### src/rtl/ram_dual_pkg.sv
// ram_dual_pkg: shared constants and types for the ram_dual memory slice.
//   READ_SYNC / READ_ASYNC : values of the READ_MODE parameter
//   RDW_OLD / RDW_NEW      : values of the RDW_MODE parameter
//   BYTE_W                 : width of one byte lane covered by a write enable bit
//   clr_state_t            : state type of the optional clear sequencer
package ram_dual_pkg;

    localparam int unsigned READ_SYNC  = 0;
    localparam int unsigned READ_ASYNC = 1;

    localparam int unsigned RDW_OLD = 0;
    localparam int unsigned RDW_NEW = 1;

    localparam int unsigned BYTE_W = 8;

    typedef enum logic {
        CLEAR = 1'b0,
        READY = 1'b1
    } clr_state_t;

endpackage

### src/rtl/ram_dual_clear.sv
// ram_dual_clear: power-up/reset clear sequencer for ram_dual.
// Walks every address once after reset, asking the memory to write zero,
// and holds busy high until the last address has been cleared.
// Only instantiated when RAM_DUAL_INIT_CLEAR_EN is defined.
//
// Ports
//   clk      : clock, rising edge
//   rst      : synchronous active-high reset; restarts the sequence at address 0
//   busy     : high while the clear walk is in progress
//   clr_we   : zero-write request for clr_addr at the next rising edge
//   clr_addr : address being cleared
module ram_dual_clear
    import ram_dual_pkg::*;
#(
    parameter int unsigned ADDR_W = 3
) (
    input  logic              clk,
    input  logic              rst,
    output logic              busy,
    output logic              clr_we,
    output logic [ADDR_W-1:0] clr_addr
);

    localparam logic [ADDR_W-1:0] LAST_ADDR = '1;

    clr_state_t state;

    // Sequencer: CLEAR walks 0..DEPTH-1, the edge clearing the last word leaves it.
    always_ff @(posedge clk) begin
        if (rst) begin
            state    <= CLEAR;
            clr_addr <= '0;
            busy     <= 1'b1;
        end else begin
            case (state)
                CLEAR: begin
                    clr_addr <= clr_addr + ADDR_W'(1);
                    if (clr_addr == LAST_ADDR) begin
                        state <= READY;
                        busy  <= 1'b0;
                    end
                end
                READY: begin
                    busy <= 1'b0;
                end
            endcase
        end
    end

    // No clearing on reset edges themselves; the walk starts on the first edge after rst falls.
    assign clr_we = busy & ~rst;

endmodule

### src/rtl/ram_dual.sv
// ram_dual: simple dual-port RAM (one write port, one read port, single clock)
// with byte-enabled writes, selectable synchronous/asynchronous read and
// selectable same-address read-during-write behaviour.
//
// Optional feature: define RAM_DUAL_INIT_CLEAR_EN to add a clear sequencer
// that zeroes every word after reset and reports busy while doing so. With the
// macro undefined busy is tied low and memory powers up uninitialised.
//
// Parameters
//   DATA_W    : word width in bits, multiple of 8
//   ADDR_W    : address width, DEPTH = 2**ADDR_W
//   READ_MODE : READ_SYNC (registered rd_data) or READ_ASYNC (combinational rd_data)
//   RDW_MODE  : RDW_OLD or RDW_NEW, same-address read-during-write result (sync read only)
//
// Ports
//   clk      : clock, rising edge
//   rst      : synchronous active-high reset
//   wr_en    : write request
//   wr_addr  : write address
//   wr_data  : write data
//   wr_be    : byte enables, bit i covers wr_data[8i+7:8i]
//   rd_en    : read request
//   rd_addr  : read address
//   rd_data  : read data
//   rd_valid : rd_data carries the result of an accepted read
//   busy     : clear in progress, requests ignored
module ram_dual
    import ram_dual_pkg::*;
#(
    parameter int unsigned DATA_W    = 8,
    parameter int unsigned ADDR_W    = 3,
    parameter int unsigned READ_MODE = READ_SYNC,
    parameter int unsigned RDW_MODE  = RDW_OLD
) (
    input  logic                     clk,
    input  logic                     rst,
    input  logic                     wr_en,
    input  logic [ADDR_W-1:0]        wr_addr,
    input  logic [DATA_W-1:0]        wr_data,
    input  logic [DATA_W/BYTE_W-1:0] wr_be,
    input  logic                     rd_en,
    input  logic [ADDR_W-1:0]        rd_addr,
    output logic [DATA_W-1:0]        rd_data,
    output logic                     rd_valid,
    output logic                     busy
);

    localparam int unsigned BE_W  = DATA_W / BYTE_W;
    localparam int unsigned DEPTH = 1 << ADDR_W;

    logic [DATA_W-1:0] mem [DEPTH];

    logic              clr_we;
    logic [ADDR_W-1:0] clr_addr;
    logic              wr_ok;

`ifdef RAM_DUAL_INIT_CLEAR_EN
    ram_dual_clear #(
        .ADDR_W   (ADDR_W)
    ) u_clear (
        .clk      (clk),
        .rst      (rst),
        .busy     (busy),
        .clr_we   (clr_we),
        .clr_addr (clr_addr)
    );
`else
    assign busy     = 1'b0;
    assign clr_we   = 1'b0;
    assign clr_addr = '0;
`endif

    assign wr_ok = wr_en & ~busy;

    // Storage: clear-walk zero writes, otherwise byte-lane masked user writes.
    always_ff @(posedge clk) begin
        if (clr_we) begin
            mem[clr_addr] <= '0;
        end else if (wr_ok) begin
            for (int b = 0; b < int'(BE_W); b++) begin
                if (wr_be[b]) begin
                    mem[wr_addr][b*BYTE_W +: BYTE_W] <= wr_data[b*BYTE_W +: BYTE_W];
                end
            end
        end
    end

    generate
        if (READ_MODE == READ_ASYNC) begin : g_async
            // Combinational read; a write shows up once the array has been updated.
            assign rd_data  = mem[rd_addr];
            assign rd_valid = rd_en & ~busy;
        end else begin : g_sync
            logic              rd_ok;
            logic [DATA_W-1:0] rd_word;

            assign rd_ok = rd_en & ~busy;

            // Word to capture: the stored word, with write bytes forwarded in new-data mode.
            always_comb begin
                rd_word = mem[rd_addr];
                if ((RDW_MODE == RDW_NEW) && wr_ok && (wr_addr == rd_addr)) begin
                    for (int b = 0; b < int'(BE_W); b++) begin
                        if (wr_be[b]) begin
                            rd_word[b*BYTE_W +: BYTE_W] = wr_data[b*BYTE_W +: BYTE_W];
                        end
                    end
                end
            end

            // Registered read port; rd_data holds between accepted reads.
            always_ff @(posedge clk) begin
                if (rst) begin
                    rd_data  <= '0;
                    rd_valid <= 1'b0;
                end else begin
                    rd_valid <= rd_ok;
                    if (rd_ok) begin
                        rd_data <= rd_word;
                    end
                end
            end
        end
    endgenerate

endmodule

### config.mk
export PLATFORM = sky130hd
export DESIGN_NAME = ram_dual
export DESIGN_NICKNAME = d
export VERILOG_FILES = /design/src/rtl/ram_dual_pkg.sv /design/src/rtl/ram_dual_clear.sv /design/src/rtl/ram_dual.sv
export SDC_FILE = /design/constraint.sdc
export NUM_CORES = 1
export LEC_CHECK = 0
export BUFFER_PORTS_ARGS = -buffer_cell sky130_fd_sc_hd__clkbuf_2
export CORE_MARGIN = 2
export CORE_UTILIZATION = 62
export DETAILED_ROUTE_END_ITERATION = 8
export HOLD_SLACK_MARGIN = 0.1
export PLACE_DENSITY = 0.83
export SETUP_SLACK_MARGIN = 0.1
export SLEW_MARGIN = 5
export SYNTH_ARGS = -nofsm -noshare
export SYNTH_HDL_FRONTEND = slang
export SYNTH_SLANG_ARGS = --single-unit
### constraint.sdc
create_clock -name clk -period 3 [get_ports clk]
set_input_delay 0.3 -clock clk [delete_from_list [all_inputs] [get_ports clk]]
set_output_delay 0.3 -clock clk [all_outputs]
set_load 0.02 [all_outputs]
After elaboration in Yosys (flattened, before gate mapping)
Memory sizes are Yosys's and may differ from the RTL's. A register that Yosys moved wholly into a read port is not among the register bits.
Cells that the tools add are included.
{"block": "classes", "addsub": 0, "multipliers": 0, "n_div": 0, "n_lt_le_gt_ge": 0, "n_eq_ne": 0, "n_shift": 0, "n_mux": 3, "bitwise_logic": 0, "n_reduce_logical": 0}
{"op": "1-bit two-way mux", "n": 3}
{"block": "word_totals", "regBits": 1, "latch_bits": 0, "ram_bits": 64, "romBits": 0, "out_inout_bits": 10, "n_memories": 1}
{"memory": "mem", "words": 8, "word_bits": 8, "read_ports": 1, "rd_ports_with_merged_regs": 1, "wr": 1, "line": "ram_dual.sv:51", "text": "logic [DATA_W-1:0] mem [DEPTH];"}

Logic depth before layout (Yosys ltp)
Gate-level depths: netlist (run 1).
{"block": "logic_depth", "word_depth": 3, "mapped_depth": 7, "mapped_depth_nobuf": 4}

Worst setup path before layout (run 1)
Ideal clock, no wire load.
{"block": "synth_path", "path_kind": "input to register", "startpoint": "in wr_addr[2]", "endpoint": "mem mem[0][0] (enable)", "arrival_time_ps": 1108, "required_time_ps": 2617, "slack_ps": 1508, "cell_stages": 2, "n_path_buf": 0, "path_cell_list": "nand3b_1 > nor3_1"}
{"item": "from (decl)", "line": "ram_dual.sv:38", "text": "input logic [ADDR_W-1:0] wr_addr,"}
{"item": "to (decl)", "line": "ram_dual.sv:51"}
No word-level cell before the write port.

==> impl_metrics.toml, run 1 <==
[sta]
max_slew.worst_pin.slew_ns = 0.9687
tns_ns = 0
slew_violations = 0
final_setup_vio_count = 0
fin_skew_ns = 0.003923
fmax_mhz = 594.9
hold_viol_final = 0
timing.max_slew.rel_slack_pct = 35.18
rsz_0062_raised_after_global_routing = "false"
worst_slack_ns = 1.319
final_min_period_over_clock_period_pct = 56.04
final_period_minus_worst_setup_slack_ns = 1.681

[clock_tree]
tritoncts_num_sinks = 73
number_of_h_tree_branching_levels = 3
cts-resized-gates = 0
clock_insertion_delay_at_the_later_pin_of_the_skew_report_ns = 0.34
setup_repair_bufs_after_cts = 0
tritoncts_clock_tree = "yes"
root_buffer = "clkbuf_8"
cts_buffer_depth = 2
cts-hold-fix-buffers = 0
cts_made_buffers = 9
clkTransAtPathRegs_ns = 0.07

[cells_and_area]
drive_gt1_share_pct = 29.00
synthToLayoutAreaGrowth_pct = 10.57
num_antenna_cells = 0
final_cell_count_no_fill = 252
stdcell_area_um2 = 3154
n_fill_cell = 275
final_nets = 214

[hold_path]
hold_path_class = "input port to flop"

[yosys]
yosys.cell_count.top_type = "edfxtp_1"
synth_area_leader_cell = "edfxtp_1"
mappedNetlistArea_um2 = 2853
synth.cells.most_frequent = "edfxtp_1, mux2_2, mux2i_1"
ys_dominant_reg_cell = "edfxtp_1"
synth.net_count = 185
synth_top_area_share_pct = 67.37
synth_edf_count = 64
synthDistinctLibCells = 23
netlist_top_cells_area = "edfxtp_1, dfxtp_1, mux2_2"
warning_count_from_the_yosys_run = 0
synth_async_sr_flop_share_pct = 0
postSynthCellCount = 166
seq_area_frac_synth_pct = 73.68
flop_and_latch_count_out_of_synthesis = 73
syn_area_per_cell_um2 = 17.19

[placed_design]
post_dp_cell_area_um2 = 2977
routabilityCongestion = 0.7560
place_inst = 236
pre_cts_slack_ns = 1.000
dp_hpwl_um = 3188
place.port_buffers = 27

[detailed_routing]
wire_per_inst_um = 20.16
via_per_inst = 6.063
via_count = 1528
drc = 0
drt_pre_antenna_iters = 4
drt-initial-drc-count = 113
route.antenna.remaining_nets = 0
route.final.wire_length_um = 5080

[floorplanning]
dieWidth_um = 71.83
floorplan.initialDensity_pct = 65.07
ios = 29
die_h_um = 71.83
coreArea_um2 = 4384
row_count = 24
die_area_um2 = 5160

[grt]
antenna_found_initial = 0
grt_pass1_wl_um = 7872
grt_pass1_vias = 1469
all_layer_global_routing_usage_pct = 22.24
pin_count_of_the_biggest_net_entering_global_routing = 33
global_route.overflow_total = 0

[worst_setup_path]
setup.worst_path.end_class = "flop"
worstPathCellList = "clkbuf_2, mux2_2, o22ai_1, a221o_1, a211oi_1"
critPathKind = "input port to flop"
critical_path_startpoint_category = "input port"
timing.critical_path.arrival_ns = 1.94
worstPathMaxFanout = 32
critical-path-max-stage-delay_ns = 0.70
cell_with_the_biggest_individual_delay_on_the_critical_path = "clkbuf_2"
cp.required_ns = 3.26

[pwr]
ir_worst_vdd_mv = 0.4615
power.internal_mw = 1.558
power.total_mw = 1.978
power_switching_share_pct = 21.23
pwr-share-comb_pct = 6.7
clock_power_share_pct = 35.7
power.share.sequential_pct = 57.6
powerDensity_nw_per_um2 = 627.0
net-switching-power_mw = 0.4200
leak_pwr_nw = 1.115

[flow_run]
maxCapViolations = 0

[run_status]
status = "complete, no violations"
[stage by stage]
step	util [%]	hold WS (ns)
5_1_grt	71.95	0.2307
2_1_floorplan	-	0.3989
3_5_place_dp	67.89	0.4769
4_1_cts	71.95	0.2239
3_3_place_gp	67.89	0.4754
6_report	71.95	0.2271
[critical path, delay by kind of cell]
family,cells,cell delay [ns]
buffers and inverters,1,0.70
muxes,1,0.30
AOI/OAI and AO/OA,3,0.61
[cell type report]
class | instances | area (µm²) | area share (%)
clock buffer | 11 | 131.4 | 4.165
clock inverter | 5 | 46.29 | 1.468
multi-input combinational | 83 | 666.9 | 21.14
sequential | 73 | 2102 | 66.64
tap | 52 | 65.06 | 2.063
timing repair buffer | 28 | 142.6 | 4.522
[cells by family after synthesis]
| logic type | after synthesis | synth area share, % |
|---|---|---|
| AND/OR/NAND/NOR | 26 | 4.123 |
| flip-flops | 73 | 73.68 |
| buffers and inverters | 10 | 3.114 |
| multiplexers | 32 | 11.93 |
| AO/OA/AOI/OAI | 24 | 7.017 |
| other | 1 | 0.1315 |
[metal layers]
layer	share of wire [%]	GRT usage (%)	routed length, µm	vias to the layer above
met5	0	0	0	-
met4	1.7	8.805	84	0
met3	6.1	6.048	312	10
met2	49	34.77	2497	58
met1	43	30.12	2186	743
li1	-	-	-	717
[cells in the final DEF, fill, tap and decap left out, types with 3 or more instances in the layout]
cell	n
mux2_2	16
a221o_1	7
nor2_1	15
dfxtp_1	9
a211oi_1	6
nand2b_1	3
mux2i_1	16
edfxtp_1	64
clkbuf_2	27
clkinv_1	3
o22ai_1	7
clkbuf_8	9
[power groups by stage]
stage / Clock [mW] / Combinational [mW] / Sequential [mW]
detailed placement: 0 / 0.132 / 1.16
floorplan: 0 / 0.0809 / 1.17
finish: 0.705 / 0.132 / 1.14
global placement: 0 / 0.127 / 1.16
global route: 0.759 / 0.144 / 1.14
CTS: 0.710 / 0.132 / 1.14
[flip-flops by register name, summed over array words and instances (netlist names)]
name and flops:
rd_valid 1, rd_data 8, mem 64
[final timing paths]
kind                                 from                       to  slack [ns]  cells past startpoint
setup / recovery               rd_addr[0]  rd_data[2]$_SDFFE_PP0P_        1.32                      5
setup reg to reg      mem[7][6]$_DFFE_PP_  rd_data[6]$_SDFFE_PP0P_        1.84                      4
hold / removal                 wr_data[4]      mem[7][4]$_DFFE_PP_        0.23                      1
hold reg to reg   rd_data[5]$_SDFFE_PP0P_  rd_data[5]$_SDFFE_PP0P_        0.48                      2
No activity file was read; power rests on OpenSTA's default activity.
==> run 2, diff against run 1 <==
--- a/config.mk
+++ b/config.mk
@@ -5,12 +5,13 @@
 export SDC_FILE = /design/constraint.sdc
 export NUM_CORES = 1
 export LEC_CHECK = 0
+export ABC_AREA = 1
 export BUFFER_PORTS_ARGS = -buffer_cell sky130_fd_sc_hd__clkbuf_2
 export CORE_MARGIN = 2
-export CORE_UTILIZATION = 62
+export CORE_UTILIZATION = 58
 export DETAILED_ROUTE_END_ITERATION = 8
 export HOLD_SLACK_MARGIN = 0.1
-export PLACE_DENSITY = 0.83
+export PLACE_DENSITY = 0.78
 export SETUP_SLACK_MARGIN = 0.1
 export SLEW_MARGIN = 5
 export SYNTH_ARGS = -nofsm -noshare
==> constraint.sdc (replaced) <==
create_clock -name clk -period 1.7 [get_ports clk]
set_input_delay 0.17 -clock clk [delete_from_list [all_inputs] [get_ports clk]]
set_output_delay 0.17 -clock clk [all_outputs]
set_load 0.02 [all_outputs]
==> run 2 against run 1 <==
Against the previous run:
- via count is 37% higher
- clock skew grew 0.0043 ns
- largest cell class unchanged
- clock power is 62% higher
- hold slack got worse by 0.11 ns
- synthesized area grew 10%
- first-iteration DRC count rose by 40%
- wire length grew 16%
- utilization fell by 3.8 points
- critical endpoint is now rd_data[1]
- sequential power up 76%
==> impl_metrics.toml, run 2 <==
[grt]
grt_pass1_vias = 1958
pin_count_of_the_biggest_net_entering_global_routing = 33
global_route.overflow_total = 0
grt_pass1_wl_um = 9597
antenna_found_initial = 0
all_layer_global_routing_usage_pct = 21.78

[clock_tree]
clock_insertion_delay_at_the_later_pin_of_the_skew_report_ns = 0.34
clkTransAtPathRegs_ns = 0.07
cts-resized-gates = 0
setup_repair_bufs_after_cts = 0
cts_buffer_depth = 2
tritoncts_num_sinks = 73
cts_made_buffers = 9
number_of_h_tree_branching_levels = 3
tritoncts_clock_tree = "yes"
root_buffer = "clkbuf_8"

[yosys]
yosys.cell_count.top_type = "nand2_1"
synth.net_count = 328
warning_count_from_the_yosys_run = 0
seq_area_frac_synth_pct = 66.83
synth_area_leader_cell = "edfxtp_1"
synth_edf_count = 64
syn_area_per_cell_um2 = 10.18
mappedNetlistArea_um2 = 3146
netlist_top_cells_area = "edfxtp_1, nand2_1, inv_1"
synth_top_area_share_pct = 61.10
synth_async_sr_flop_share_pct = 0
flop_and_latch_count_out_of_synthesis = 73
synth.cells.most_frequent = "nand2_1, inv_1, edfxtp_1"
synthDistinctLibCells = 15
ys_dominant_reg_cell = "edfxtp_1"
postSynthCellCount = 309

[worst_setup_path]
timing.critical_path.arrival_ns = 0.89
setup.worst_path.end_class = "output pin"
worst_path_dominant_cell_family = "flip-flops"
cp.required_ns = 1.53
worstPathMaxFanout = 2
regToRegStartpoint = "mem[1][5]$_DFFE_PP_"
timing.critical_path.from = "rd_data[1]$_SDFFE_PP0P_"
critical-path-max-stage-delay_ns = 0.37
worstPathCellList = "clkbuf_2"
cell_with_the_biggest_individual_delay_on_the_critical_path = "dfxtp_1"
critical_path_startpoint_category = "flop"
critPathKind = "flop to output pin"
worstPathBufferInverterCount = 1

[placed_design]
place.port_buffers = 27
dp_hpwl_um = 3783
routabilityCongestion = 0.8071
place_inst = 403

[detailed_routing]
drt_pre_antenna_iters = 5
drc = 0
via_count = 2095
wire_per_inst_um = 14.04
drt-initial-drc-count = 158
route.final.wire_length_um = 5912
route.antenna.remaining_nets = 0
via_per_inst = 4.976

[floorplanning]
coreArea_um2 = 5172
floorplan.initialDensity_pct = 60.81
ios = 29
die_h_um = 77.65
die_area_um2 = 6029
row_count = 26
dieWidth_um = 77.65

[sta]
rsz_0062_raised_after_global_routing = "false"
hold_viol_final = 0
tns_ns = 0
fmax_mhz = 947.7
final_min_period_over_clock_period_pct = 62.07
final_period_minus_worst_setup_slack_ns = 1.055
final_setup_vio_count = 0
fin_skew_ns = 0.008226
slew_violations = 0

[hold_path]
timing.hold.worst.start = "wr_data[4]"
hold_path_class = "input port to flop"

[cells_and_area]
layout.cells.most_common = "nand2_1"
final_cell_count_no_fill = 421
final_cell_mix = "nand2_1, inv_1, edfxtp_1, nand3_1, clkbuf_2"
sequential_cell_area_um2 = 2102
num_antenna_cells = 0
n_fill_cell = 391
postLayoutCoreUtil_pct = 68.19
multiInputGateArea_um2 = 670.6
biggestRegsByFlops = "mem: 64 flops, rd_data: 8 flops, rd_valid: 1 flops"
final_nets = 365
regMostFlops = "mem"
drive_gt1_share_pct = 16.24
synthToLayoutAreaGrowth_pct = 12.13
flip_flop_count_of_the_largest_register_all_copies_and_words_added = 64

[pwr]
powerDensity_nw_per_um2 = 968.5
power.total_mw = 3.416
leak_pwr_nw = 1.618
ir_worst_vdd_mv = 0.5145

[run_status]
status = "complete, no violations"

[flow_run]
maxCapViolations = 0
[run 2: cell types whose count changed in the layout (fill, tap and decap cells not counted), sizes merged, moves of 6 or more]
cell    change
mux2       -16
mux2i      -16
inv        +71
nand2      +74
o21ai       +8
a211oi      -8
buf         +9
a221o       -7
nand3      +48
a21oi       +8
nor2        -6
o22ai       -7
[run 2: path summary, 6_finish.rpt]
kind,slack (ns),end,depth (start not counted)
setup / recovery,0.64,rd_data[1],1
hold reg to reg,0.54,rd_data[6]$_SDFFE_PP0P_,2
hold / removal,0.12,mem[4][4]$_DFFE_PP_,1
setup reg to reg,0.79,rd_data[5]$_SDFFE_PP0P_,6
[run 2: kinds of logic (layout without fill, tap and decap cells)]
kind of cell	Yosys count	count (layout)	share of synthesized area, %
compound gates	16	16	3.023
buf+inv	84	126	11.85
other cells	1	1	0.1192
simple gates	135	135	18.18
flops	73	73	66.83
[run 2: where the power goes]
group	internal (mW)	switching (mW)
registers	1.99	0.0158
clock network	0.560	0.582
logic	0.0859	0.177
[run 2: layer usage]
layer	up-vias	part of all wire, %	track usage [%]
li1	1055	-	-
met2	80	50	33.10
met3	2	6.6	7.326
met1	958	43	29.28
met4	0	0.42	8.036
met5	-	0	0
[run 2: per-stage QoR]
step	setup WS, ns	cell area (µm²)	hold slack (ns)
after floorplan	0.5790	3146	0.2418
after global placement	0.4677	3342	0.3455
after detailed placement	0.4179	3342	0.3541
after CTS	0.6308	3527	0.1013
after global routing	0.6031	3527	0.1073
final	0.6448	3527	0.1171
[run 2: layout make-up]
cell class | count | share of cell area, %
Tap cell | 70 | 2.483
Sequential cell | 73 | 59.60
Clock inverter | 4 | 0.5676
Timing Repair Buffer | 39 | 6.527
Clock buffer | 12 | 4.115
Inverter | 71 | 7.698
Multi-Input combinational cell | 152 | 19.01
[run 2: what timing repair did]
action                                 CTS  global route
setup endpoints to repair                0             0
hold buffers                             2             0
endpoints found under the hold margin    9             0
==> run 3, diff against run 2 <==
==> constraint.sdc (replaced) <==
create_clock -name clk -period 1 [get_ports clk]
set_input_delay 0.1 -clock clk [delete_from_list [all_inputs] [get_ports clk]]
set_output_delay 0.1 -clock clk [all_outputs]
set_load 0.02 [all_outputs]
==> run 3 against run 2 <==
Against the previous run:
- die area unchanged
- critical endpoint is now rd_data[4]$_SDFFE_PP0P_
- worst setup slack got worse by 0.64 ns
- largest power group unchanged
- highest routed layer unchanged
- count of clock-buffer cells in the layout decreased by 3
==> impl_metrics.toml, run 3 (synthesis results as in run 2) <==
[grt]
all_layer_global_routing_usage_pct = 23.76
antenna_found_initial = 0
gr-usage-met3_pct = 5.581
gr-max-usage-layer = "met2"
grt_pass1_vias = 2141
grt_pass1_wl_um = 10520
pin_count_of_the_biggest_net_entering_global_routing = 33
global_route.overflow_total = 0
gr-usage-met2_pct = 39.14
met1_routing_resource_usage_after_global_routing_pct = 30.60

[placed_design]
dp_hpwl_um = 4147
routabilityCongestion = 0.9091
post_dp_cell_area_um2 = 3402
pre_cts_slack_ns = -0.1037
place.port_buffers = 27
place_inst = 408

[sta]
hold_viol_final = 0
final_min_period_over_clock_period_pct = 99.36
final_setup_vio_count = 0
slew_violations = 0
fmax_mhz = 1006
fin_skew_ns = 0.006436
worst_slack_ns = 0.006443
final_period_minus_worst_setup_slack_ns = 0.9936
rsz_0062_raised_after_global_routing = "true"

[pwr]
leak_pwr_nw = 1.749
powerDensity_nw_per_um2 = 1717
ir_worst_vdd_mv = 1.139
power.total_mw = 6.683

[floorplanning]
ios = 29
die_area_um2 = 6029
coreArea_um2 = 5172
row_count = 26
die_h_um = 77.65
dieWidth_um = 77.65
floorplan.initialDensity_pct = 60.81

[worst_setup_path]
setup.worst_path.end_class = "flop"
critical_path_startpoint_category = "flop"
worstPathBufferInverterCount = 1
regToRegEndpoint = "rd_data[4]$_SDFFE_PP0P_"
worstPathMaxFanout = 1
r2r.worst_path.cells = 6
critical-path-max-stage-delay_ns = 0.37
cp.required_ns = 1.22
regToRegStartpoint = "mem[3][4]$_DFFE_PP_"
worst_path_most_repeated_cell = "nand3_1"
critPathKind = "flop to flop"
worst-r2r-setup-slack_ns = 0.006
worst_path_dominant_cell_family = "flip-flops"
worstPathCellList = "inv_1, nand2_1, nand3_1, nand3_1, nand2_2, a21oi_1"
cell_with_the_biggest_individual_delay_on_the_critical_path = "edfxtp_1"
timing.critical_path.arrival_ns = 1.21

[cells_and_area]
num_antenna_cells = 0
drive_gt1_share_pct = 26.87
stdcell_area_um2 = 3892
final_cell_mix = "nand2_1, inv_1, edfxtp_1, nand3_1, clkbuf_2"
flip_flop_count_of_the_largest_register_all_copies_and_words_added = 64
final_cell_count_no_fill = 431
layout.cells.most_common = "nand2_1"
final_nets = 376
biggestRegsByFlops = "mem: 64 flops, rd_data: 8 flops, rd_valid: 1 flops"
synthToLayoutAreaGrowth_pct = 23.75
regMostFlops = "mem"

[hold_path]
timing.hold.worst.start = "wr_data[7]"
hold_end = "mem[5][7]$_DFFE_PP_"
hold_path_class = "input port to flop"
hold_depth = 1

[clock_tree]
clkTransAtPathRegs_ns = 0.07
tritoncts_num_sinks = 73
root_buffer = "clkbuf_8"
setup_repair_bufs_after_cts = 0
cts_made_buffers = 9
cts_buffer_depth = 2
number_of_h_tree_branching_levels = 3
tritoncts_clock_tree = "yes"
clock_insertion_delay_at_the_later_pin_of_the_skew_report_ns = 0.33

[detailed_routing]
via_count = 2240
drt_pre_antenna_iters = 6
drc = 0
drt-initial-drc-count = 305
route.final.wire_length_um = 6704
wire_per_inst_um = 15.55
via_per_inst = 5.197
route.antenna.remaining_nets = 0

[flow_run]
maxCapViolations = 0

[run_status]
status = "complete, no violations"
[run 3: cell types whose count changed in the layout (fill, tap and decap cells not counted), moves of 7 or more]
cell and change:
buf_8 +9, clkbuf_2 -9, dfxtp_1 -9, dfxtp_2 +9
nand2_1 -7, nand2_2 +7, nand3_1 -12, nand3_2 +12
[run 3: how the worst max path moves through the flow]
stage	end	cells past startpoint	from	slack (ns)
global route	rd_data[1]$_SDFFE_PP0P_	6	mem[4][1]$_DFFE_PP_	-0.02
CTS	rd_data[3]$_SDFFE_PP0P_	6	mem[0][3]$_DFFE_PP_	0.05
global placement	mem[0][4]$_DFFE_PP_	4	wr_addr[0]	-0.06
floorplan	mem[1][0]$_DFFE_PP_	3	wr_addr[2]	0.02
finish	rd_data[4]$_SDFFE_PP0P_	6	mem[3][4]$_DFFE_PP_	0.006
detailed placement	mem[0][7]$_DFFE_PP_	4	wr_addr[0]	-0.10
[run 3: final cells by class]
cell class / count / area (µm²)
timing repair buffer: 50 / 430.4
clock buffer: 9 / 123.9
inverter: 71 / 271.5
clock inverter: 6 / 107.6
sequential: 73 / 2113
fill: 327 / 1280
multi-input combinational: 152 / 758.2
tap: 70 / 87.58
[run 3: worst reg2reg max path, cell delays in order, from the launching register on]
cell and delay [ns]:
edfxtp_1 0.37, inv_1 0.07, nand2_1 0.06, nand3_1 0.11, nand3_1 0.10, nand2_2 0.11
a21oi_1 0.07
[run 3: per-layer routing]
layer | vias up | wire, µm
met5 | - | 0
met4 | 0 | 93
met3 | 10 | 509
met2 | 110 | 3323
met1 | 1045 | 2778
li1 | 1075 | -
[run 3: what timing repair did]
| item | 4_1_cts | 5_1_grt |
|---|---|---|
| gates resized for setup | 28 | 28 |
| hold buffers | 8 | 0 |
| hold endpoints to repair | 52 | 0 |
| setup endpoints to repair | 17 | 17 |
| pin swaps | 12 | 5 |
[run 3: per-stage QoR]
stage | setup TNS (ns) | hold WS, ns | util, %
floorplan | 0 | 0.1718 | -
global placement | -1.641 | 0.2738 | 65.77
detailed placement | -3.085 | 0.2796 | 65.77
CTS | 0 | 0.1105 | 73.85
global route | -0.1035 | 0.1078 | 75.25
finish | 0 | 0.1268 | 75.25
[run 3: power by group]
part / switching, mW / internal (mW) / total, mW
Combinational: 0.352 / 0.237 / 0.590
Sequential: 0.0375 / 3.40 / 3.43
Clock: 1.03 / 1.63 / 2.66
Total: 1.42 / 5.27 / 6.68
